===== src/rtl/mmu_mem_arbiter.sv =====
// Arbitrates fetch/data ports onto one MMU and memory bus; the grant cycle translates, BUSY runs the bus, and ack follows two cycles after grant at the earliest.
// Requesters hold their request until ack; bus stalls are covered by a timeout, and stall stays high for every request not being acknowledged this cycle.
module mmu_mem_arbiter #(
  parameter int STARVE_LIMIT = 4,
  parameter int TIMEOUT      = 64
) (
  input  logic        clk,
  input  logic        rst_n,
  input  logic        if_req,
  input  logic [31:0] if_vaddr,
  output logic        if_ack,
  output logic [31:0] if_rdata,
  output logic        if_err,
  input  logic        d_req,
  input  logic        d_we,
  input  logic [31:0] d_vaddr,
  input  logic [31:0] d_wdata,
  output logic        d_ack,
  output logic [31:0] d_rdata,
  output logic        d_err,
  output logic [31:0] mmu_vaddr_o,
  input  logic [31:0] mmu_paddr_i,
  input  logic        mmu_error_i,
  output logic        mem_req,
  output logic        mem_we,
  output logic [31:0] mem_addr,
  output logic [31:0] mem_wdata,
  input  logic [31:0] mem_rdata,
  input  logic        mem_ack,
  output logic        stall
);

  typedef enum logic [1:0] {IDLE, FAULT, BUSY, RESP} state_t;

  localparam logic [3:0] STARVE_MAX = 4'(STARVE_LIMIT);
  localparam logic [7:0] TMO_LAST   = 8'(TIMEOUT - 1);

  state_t      state, state_nxt;
  logic        owner_d;
  logic [31:0] vaddr_q;
  logic [3:0]  starve_cnt;
  logic [7:0]  tmo_cnt;

  logic        sel_d;
  logic        grant;
  logic        tmo_hit;
  logic        resp_set;
  logic        resp_err;
  logic [31:0] resp_dat;

  // Data wins unless ifetch has been passed over STARVE_LIMIT times in a row.
  assign sel_d   = d_req & ~(if_req & (starve_cnt == STARVE_MAX));
  assign grant   = (state == IDLE) & (if_req | d_req);
  assign tmo_hit = (TIMEOUT != 0) && (tmo_cnt == TMO_LAST);

  assign mmu_vaddr_o = (state != IDLE) ? vaddr_q : (sel_d ? d_vaddr : if_vaddr);
  assign stall       = (if_req & ~if_ack) | (d_req & ~d_ack);

  always_ff @(posedge clk or negedge rst_n) begin
    if (!rst_n) state <= IDLE;
    else        state <= state_nxt;
  end

  always_comb begin
    state_nxt = state;
    resp_set  = 1'b0;
    resp_err  = 1'b0;
    resp_dat  = '0;
    case (state)
      IDLE: begin
        if (if_req | d_req) state_nxt = mmu_error_i ? FAULT : BUSY;
      end
      FAULT: begin
        state_nxt = RESP;
        resp_set  = 1'b1;
        resp_err  = 1'b1;
      end
      BUSY: begin
        // A bus ack in the timeout cycle still counts as success.
        if (mem_ack) begin
          state_nxt = RESP;
          resp_set  = 1'b1;
          resp_dat  = mem_we ? '0 : mem_rdata;
        end else if (tmo_hit) begin
          state_nxt = RESP;
          resp_set  = 1'b1;
          resp_err  = 1'b1;
        end
      end
      RESP:    state_nxt = IDLE;
      default: state_nxt = IDLE;
    endcase
  end

  always_ff @(posedge clk or negedge rst_n) begin
    if (!rst_n) begin
      owner_d    <= 1'b0;
      vaddr_q    <= '0;
      starve_cnt <= '0;
      tmo_cnt    <= '0;
      mem_req    <= 1'b0;
      mem_we     <= 1'b0;
      mem_addr   <= '0;
      mem_wdata  <= '0;
      if_ack     <= 1'b0;
      if_err     <= 1'b0;
      if_rdata   <= '0;
      d_ack      <= 1'b0;
      d_err      <= 1'b0;
      d_rdata    <= '0;
    end else begin
      if_ack <= 1'b0;
      if_err <= 1'b0;
      d_ack  <= 1'b0;
      d_err  <= 1'b0;

      if (grant) begin
        owner_d   <= sel_d;
        vaddr_q   <= mmu_vaddr_o;
        mem_addr  <= mmu_paddr_i;
        mem_we    <= sel_d & d_we;
        mem_wdata <= sel_d ? d_wdata : '0;
        mem_req   <= ~mmu_error_i;
        tmo_cnt   <= '0;
      end

      if (state == BUSY) begin
        if (resp_set) mem_req <= 1'b0;
        else          tmo_cnt <= tmo_cnt + 8'd1;
      end

      if (resp_set) begin
        if (owner_d) begin
          d_ack   <= 1'b1;
          d_err   <= resp_err;
          d_rdata <= resp_dat;
        end else begin
          if_ack   <= 1'b1;
          if_err   <= resp_err;
          if_rdata <= resp_dat;
        end
      end

      if (grant) begin
        if (!sel_d)     starve_cnt <= '0;
        else if (if_req) starve_cnt <= starve_cnt + 4'd1;
      end else if ((state == IDLE) && !if_req) begin
        starve_cnt <= '0;
      end
    end
  end

endmodule


===== config.mk =====
export PLATFORM = sky130hd
export DESIGN_NAME = mmu_mem_arbiter
export DESIGN_NICKNAME = d
export VERILOG_FILES = /design/src/rtl/mmu_mem_arbiter.sv
export SDC_FILE = /design/constraint.sdc
export NUM_CORES = 1
export LEC_CHECK = 0
export BUFFER_PORTS_ARGS = -buffer_cell sky130_fd_sc_hd__buf_2
export CAP_MARGIN = 15
export CORE_UTILIZATION = 48
export CTS_BUF_LIST = sky130_fd_sc_hd__clkbuf_16
export DETAILED_ROUTE_END_ITERATION = 10
export HOLD_SLACK_MARGIN = 0.02
export MAX_ROUTING_LAYER = met4
export PLACE_DENSITY = 0.83
export SYNTH_ARGS = -nofsm -noshare
export SYNTH_HDL_FRONTEND = slang
export SYNTH_SLANG_ARGS = --single-unit

===== constraint.sdc =====
create_clock -name clk -period 2.2 [get_ports clk]
set_clock_uncertainty 0.05 [all_clocks]
set_input_delay 0.22 -clock clk [delete_from_list [all_inputs] [get_ports clk]]
set_output_delay 0.22 -clock clk [all_outputs]
set_load 0.03 [all_outputs]

==> impl_metrics.env, run 1 <==
export IMPL_syn_inst=642
export IMPL_synth_edf_count=0
export IMPL_clock_latency_ns=0.42
export IMPL_synthMuxAreaShare_pct=18.5
export IMPL_rsz0062_at_grt="yes"
export IMPL_fp_row_count=46
export IMPL_syn_nets=815
export IMPL_die_w_um=130
export IMPL_irDropWorstVdd_mv=1.03
export IMPL_fin_total_pwr_mw=19.1
export IMPL_ys_seq_elements=181
export IMPL_slew_viol_final=0
export IMPL_status="finished, violations left"
export IMPL_viasPerCell=5.31
export IMPL_place_inst=1164
export IMPL_nNetsFinal=1234
export IMPL_netlist_area_leader_share_pct=57.7
export IMPL_antenna_found_initial=0
export IMPL_syn_area_per_cell_um2=12.2
export IMPL_worstPathMaxFanout=8
export IMPL_max_slew_margin_pct=69.9
export IMPL_end_kind="output pin"
export IMPL_synth_ff_type="dfrtp_1"
export IMPL_fin_ws_ns=-0.311
export IMPL_synthSimpleGateAreaFrac_pct=8.21
export IMPL_yosysSeqAreaShare_pct=57.7
export IMPL_hold_class="primary input to flip-flop"
export IMPL_dieArea_um2=16900
export IMPL_period_needed_ns=2.51
export IMPL_p_per_area_nw_per_um2=1620
export IMPL_setup_viol=33
export IMPL_p_sw_share_pct=45.6
export IMPL_start_kind="flip-flop"
export IMPL_core_area_um2=15900
export IMPL_hpwl_mm=13.6
export IMPL_start_util_pct=49.3
export IMPL_period_share_pct=114
export IMPL_diodes=0
export IMPL_grt_pass1_vias=6736
export IMPL_syn_area_um2=7850
export IMPL_grt_max_degree=85
export IMPL_max_freq_mhz=398
export IMPL_pwr_share_seq_pct=30.2
export IMPL_yosysTopAreaCell="dfrtp_1"
export IMPL_synth_lib_cells_used_distinct=41
export IMPL_leakage_nw=6.08
export IMPL_synth_fa_ha_area_share_pct=0.956
export IMPL_drc=0
export IMPL_path_clk_slew_ns=0.06
export IMPL_grt_util_all_layers_pct=27.0
export IMPL_cts_made_buffers=17
export IMPL_synth_compound_area_share_pct=11.2
export IMPL_io_buffers=333
export IMPL_cts_root_buf="clkbuf_16"
export IMPL_clk_path_buf_depth=2
export IMPL_htree_num_levels=4
export IMPL_drive_gt1_share_pct=45.5
export IMPL_die_y_um=130
export IMPL_synth_xor_area_share_pct=0
export IMPL_fin_util_pct=73.9
export IMPL_cap_violations=0
export IMPL_yosysWarningCount=0
export IMPL_p_int_mw=10.4
export IMPL_power_frac_comb_pct=53.0
export IMPL_gp_congestion=0.800
export IMPL_clock_sinks=181
export IMPL_final_hold_violation_count=0
export IMPL_area_growth_pct=50.0
export IMPL_synth_most_common_cell="dfrtp_1"
export IMPL_async_flop_share_pct=100
export IMPL_worstPathArrival_ns=2.24
export IMPL_vias=6852
export IMPL_required_ns=1.93
export IMPL_p_clk_share_pct=16.8
export IMPL_layout_cells_non_filler=1290
export IMPL_max_slew_worst_pin_slew_ns=0.448
export IMPL_synthTopCellsByArea="dfrtp_1 (58%), mux2_1 (8.3%), mux2_2 (5.7%)"
export IMPL_drt_iter0_markers=389
export IMPL_avgRoutedWirePerCell_um=18.4
export IMPL_grt_pass1_wl_mm=33.5
export IMPL_synth_top_family_by_area="multiplexers"
export IMPL_antenna_left=0
export IMPL_synth_common_cells="dfrtp_1 (181), mux2_1 (58), nand2_1 (47)"
export IMPL_violations="setup timing"
export IMPL_grt_ovfl_total=0
export IMPL_routed_wl_mm=23.7
export IMPL_drt_first_pass_iters=5
export IMPL_cts_tree="done"
export IMPL_io_pins=334
export IMPL_critical_path_class="flip-flop to output pin"
export IMPL_p_switching_mw=8.72
flip-flops by register name (all words and copies together) (netlist names):
register	flops
d_err	1
d_ack	1
state	2
owner_d	1
if_ack	1
vaddr_q	32
mem_req	1
starve_cnt	4
if_rdata	32
mem_wdata	32
mem_we	1
d_rdata	32
mem_addr	32
tmo_cnt	8
if_err	1
per-layer routing:
metal  track usage (%)  share of wire [%]  vias up
li1                  -                  -     3097
met1              29.9                 38     3386
met2              46.8                 53      315
met3              5.74                6.3       54
met4              12.5                2.8        0
met5                 -                  0        -
worst max-delay path: stages (launching register included):
cell,delay (ns)
dfrtp_1,0.39
inv_1,0.06
ha_1,0.13
nand4b_1,0.15
nand2_2,0.18
buf_12,0.14
buf_16,0.15
mux2i_4,0.28
a21oi_1,0.14
buf_4,0.20
metrics by stage:
| stage | worst slack, ns | hold WS, ns | instance area, µm² | TNS, ns |
|---|---|---|---|---|
| after detailed placement | 0.179 | 0.0813 | 9800 | 0 |
| after CTS | -0.168 | 0.0439 | 11500 | -4.65 |
| final | -0.311 | 0.0702 | 11800 | -6.64 |
| after global routing | -0.345 | 0.0843 | 11800 | -9.12 |
| after floorplan | 0.0254 | -0.126 | 7850 | 0 |
| after global placement | 0.268 | 0.0785 | 9800 | 0 |
final timing paths:
check                      slack (ns)                 endpoint                 startpoint  cells after the start
max in group asynchronous        1.23          d_err$_DFF_PN0_                      rst_n                      3
setup / recovery                -0.31          mmu_vaddr_o[22]  starve_cnt[1]$_DFFE_PN0P_                      9
min in group asynchronous        0.21  vaddr_q[21]$_DFFE_PN0P_                      rst_n                      2
hold / removal                   0.07   vaddr_q[4]$_DFFE_PN0P_                if_vaddr[4]                      3
setup reg to reg                -0.01  vaddr_q[29]$_DFFE_PN0P_  starve_cnt[1]$_DFFE_PN0P_                     12
hold reg to reg                  0.43   d_rdata[6]$_DFFE_PN0P_     d_rdata[6]$_DFFE_PN0P_                      1
kinds of logic (layout without fill, tap and decap cells):
logic type      after synthesis  in the layout
flops                       181            181
simple gates                137            137
mux                         133            133
compound gates              130            130
buf+inv                      55            487
fa+ha+maj                     6              6
placed cells by master (no fill, tap or decap), types with 7 or more instances in the layout:
cell type,n
mux2i_4,17
nand2_1,47
mux2_2,40
inv_1,15
mux2i_2,8
clkbuf_16,17
buf_4,52
a21oi_2,9
nor2_1,37
a22o_1,33
dfrtp_1,181
and2_1,33
nand3_1,7
buf_6,10
o21ai_0,38
buf_12,9
a21oi_1,24
dlygate4sd3_1,66
mux2_1,58
mux2i_1,10
buf_2,300
repair_timing:
item                                    4_1_cts  5_1_grt
pin swaps                                    18        3
setup buffers                                21        4
gates cloned                                  3        0
resized for setup                            44       54
endpoints found under the hold margin       180        0
hold buffers                                 66        0
endpoints found under the setup margin       32       32
power groups by stage:
stage	Combinational (mW)	Sequential [mW]	Clock, mW
after floorplan	4.17	8.01	0
after global placement	9.08	5.63	0
after detailed placement	9.24	5.71	0
after CTS	9.72	5.68	3.28
after global routing	10.8	5.92	3.41
final	10.1	5.77	3.22
final cells by class:
type / count / area (µm²)
timing repair buffer: 441 / 2960
inverter: 14 / 52.6
tap: 216 / 270
clock buffer: 17 / 425
multi-input combinational: 406 / 3340
sequential: 181 / 4530
fill: 1035 / 4160
clock inverter: 15 / 203
(Power assumes the default switching activity.)
==> run 2, diff against run 1 <==
Settings changed: MAX_ROUTING_LAYER met4 to unset, SLEW_MARGIN set to 20.
==> impl_metrics.env, run 2 (synthesized netlist as in run 1, its figures left out) <==
export IMPL_p_per_area_nw_per_um2=1620
export IMPL_nNetsFinal=1234
export IMPL_clk_path_buf_depth=2
export IMPL_final_common_cell="buf_2"
export IMPL_required_ns=1.93
export IMPL_hpwl_mm=13.6
export IMPL_r2r_end="vaddr_q[29]$_DFFE_PN0P_"
export IMPL_antenna_found_initial=0
export IMPL_htree_num_levels=4
export IMPL_avgRoutedWirePerCell_um=18.4
export IMPL_area_growth_pct=50.0
export IMPL_hold_class="primary input to flip-flop"
export IMPL_whs_path_depth=3
export IMPL_die_y_um=130
export IMPL_cts_root_buf="clkbuf_16"
export IMPL_violations="setup timing"
export IMPL_grt_util_all_layers_pct=26.1
export IMPL_cts_tree="done"
export IMPL_drt_first_pass_iters=4
export IMPL_fin_util_pct=73.9
export IMPL_clock_latency_ns=0.42
export IMPL_rsz0062_at_grt="yes"
export IMPL_worstPathArrival_ns=2.23
export IMPL_leakage_nw=6.08
export IMPL_slew_viol_final=0
export IMPL_fin_total_pwr_mw=19.1
export IMPL_fin_ws_ns=-0.304
export IMPL_vias=6887
export IMPL_core_area_um2=15900
export IMPL_start_kind="flip-flop"
export IMPL_io_buffers=333
export IMPL_antenna_left=0
export IMPL_dpl_cell_area_um2=9800
export IMPL_critical_path_class="flip-flop to output pin"
export IMPL_dieArea_um2=16900
export IMPL_viasPerCell=5.34
export IMPL_fp_row_count=46
export IMPL_stdcell_area_um2=11800
export IMPL_gp_congestion=0.789
export IMPL_max_slew_margin_pct=69.8
export IMPL_clock_sinks=181
export IMPL_fill_cells=1035
export IMPL_drc=0
export IMPL_drt_iter0_markers=369
export IMPL_max_slew_worst_pin_slew_ns=0.450
export IMPL_grt_max_degree=85
export IMPL_drive_gt1_share_pct=45.5
export IMPL_r2r_worst_path_cells=12
export IMPL_routed_wl_mm=23.8
export IMPL_end_kind="output pin"
export IMPL_start_util_pct=49.3
export IMPL_irDropWorstVdd_mv=1.03
export IMPL_r2r_setup_slack_ns=-0.01
export IMPL_period_share_pct=114
export IMPL_period_needed_ns=2.50
export IMPL_cap_violations=0
export IMPL_hold_path_end="vaddr_q[4]$_DFFE_PN0P_"
export IMPL_io_pins=334
export IMPL_grt_ovfl_total=0
export IMPL_r2r_start="starve_cnt[0]$_DFFE_PN0P_"
export IMPL_worstPathMaxFanout=8
export IMPL_setup_viol=33
export IMPL_diodes=0
export IMPL_tns_ns=-6.76
export IMPL_path_clk_slew_ns=0.06
export IMPL_grt_pass1_vias=6734
export IMPL_status="finished, violations left"
export IMPL_final_cell_mix="buf_2 (300), dfrtp_1 (181), dlygate4sd3_1 (66)"
export IMPL_cts_made_buffers=17
export IMPL_grt_pass1_wl_mm=33.5
export IMPL_final_hold_violation_count=0
export IMPL_hold_start="if_vaddr[4]"
export IMPL_max_freq_mhz=399
export IMPL_die_w_um=130
## run 2: layout make-up
class,instances,area (µm²),share of cell area (%)
clock buffers,17,425,3.61
clock inverters,15,203,1.72
inverters,14,52.6,0.446
multi-input cells,406,3340,28.4
flip-flops and latches,181,4530,38.4
well taps,216,270,2.29
repair buffers,441,2960,25.1
## run 2: metrics by stage
step           hold WS (ns)  setup WS [ns]  std cells
2_1_floorplan        -0.126         0.0254        642
3_3_place_gp         0.0785          0.268       1164
3_5_place_dp         0.0813          0.179       1164
4_1_cts              0.0439         -0.168       1286
5_1_grt              0.0850         -0.335       1290
6_report             0.0644         -0.304       1290
## run 2: worst max-delay path by stage
stage	endpoint	startpoint	slack [ns]
after floorplan	mmu_vaddr_o[13]	state[0]$_DFFE_PN0P_	0.03
after global placement	mmu_vaddr_o[1]	starve_cnt[0]$_DFFE_PN0P_	0.27
after detailed placement	mmu_vaddr_o[3]	starve_cnt[0]$_DFFE_PN0P_	0.18
after CTS	mmu_vaddr_o[11]	starve_cnt[0]$_DFFE_PN0P_	-0.17
after global routing	mmu_vaddr_o[22]	starve_cnt[1]$_DFFE_PN0P_	-0.33
final	mmu_vaddr_o[22]	starve_cnt[0]$_DFFE_PN0P_	-0.30
## run 2: report_power, final
| group | total (mW) | switching (mW) | internal (mW) |
|---|---|---|---|
| Combinational | 10.1 | 6.52 | 3.61 |
| Sequential | 5.78 | 0.892 | 4.88 |
| Clock | 3.23 | 1.31 | 1.91 |
## run 2: critical path: stages (launching register included)
cell	delay [ns]
dfrtp_1	0.36
inv_1	0.05
ha_1	0.18
nand4b_1	0.14
nand2_2	0.12
buf_12	0.16
buf_16	0.15
mux2i_4	0.20
a21oi_1	0.24
buf_4	0.22
## run 2: timing repair
item,in CTS,in global routing
hold buffers,66,0
pin swaps,18,3
endpoints found under the hold margin,180,0
buffers inserted,21,4
gates resized for setup,44,54
endpoints found under the setup margin,32,32
gates cloned,3,0
## run 2: layer usage
layer	share of wire (%)	up-vias	wire length [µm]	global-route usage, %
met5	0	-	0	0
met4	2.9	0	701	12.4
met3	7.5	59	1780	7.01
met2	53	336	12500	46.8
met1	37	3385	8780	28.8
li1	-	3107	-	-
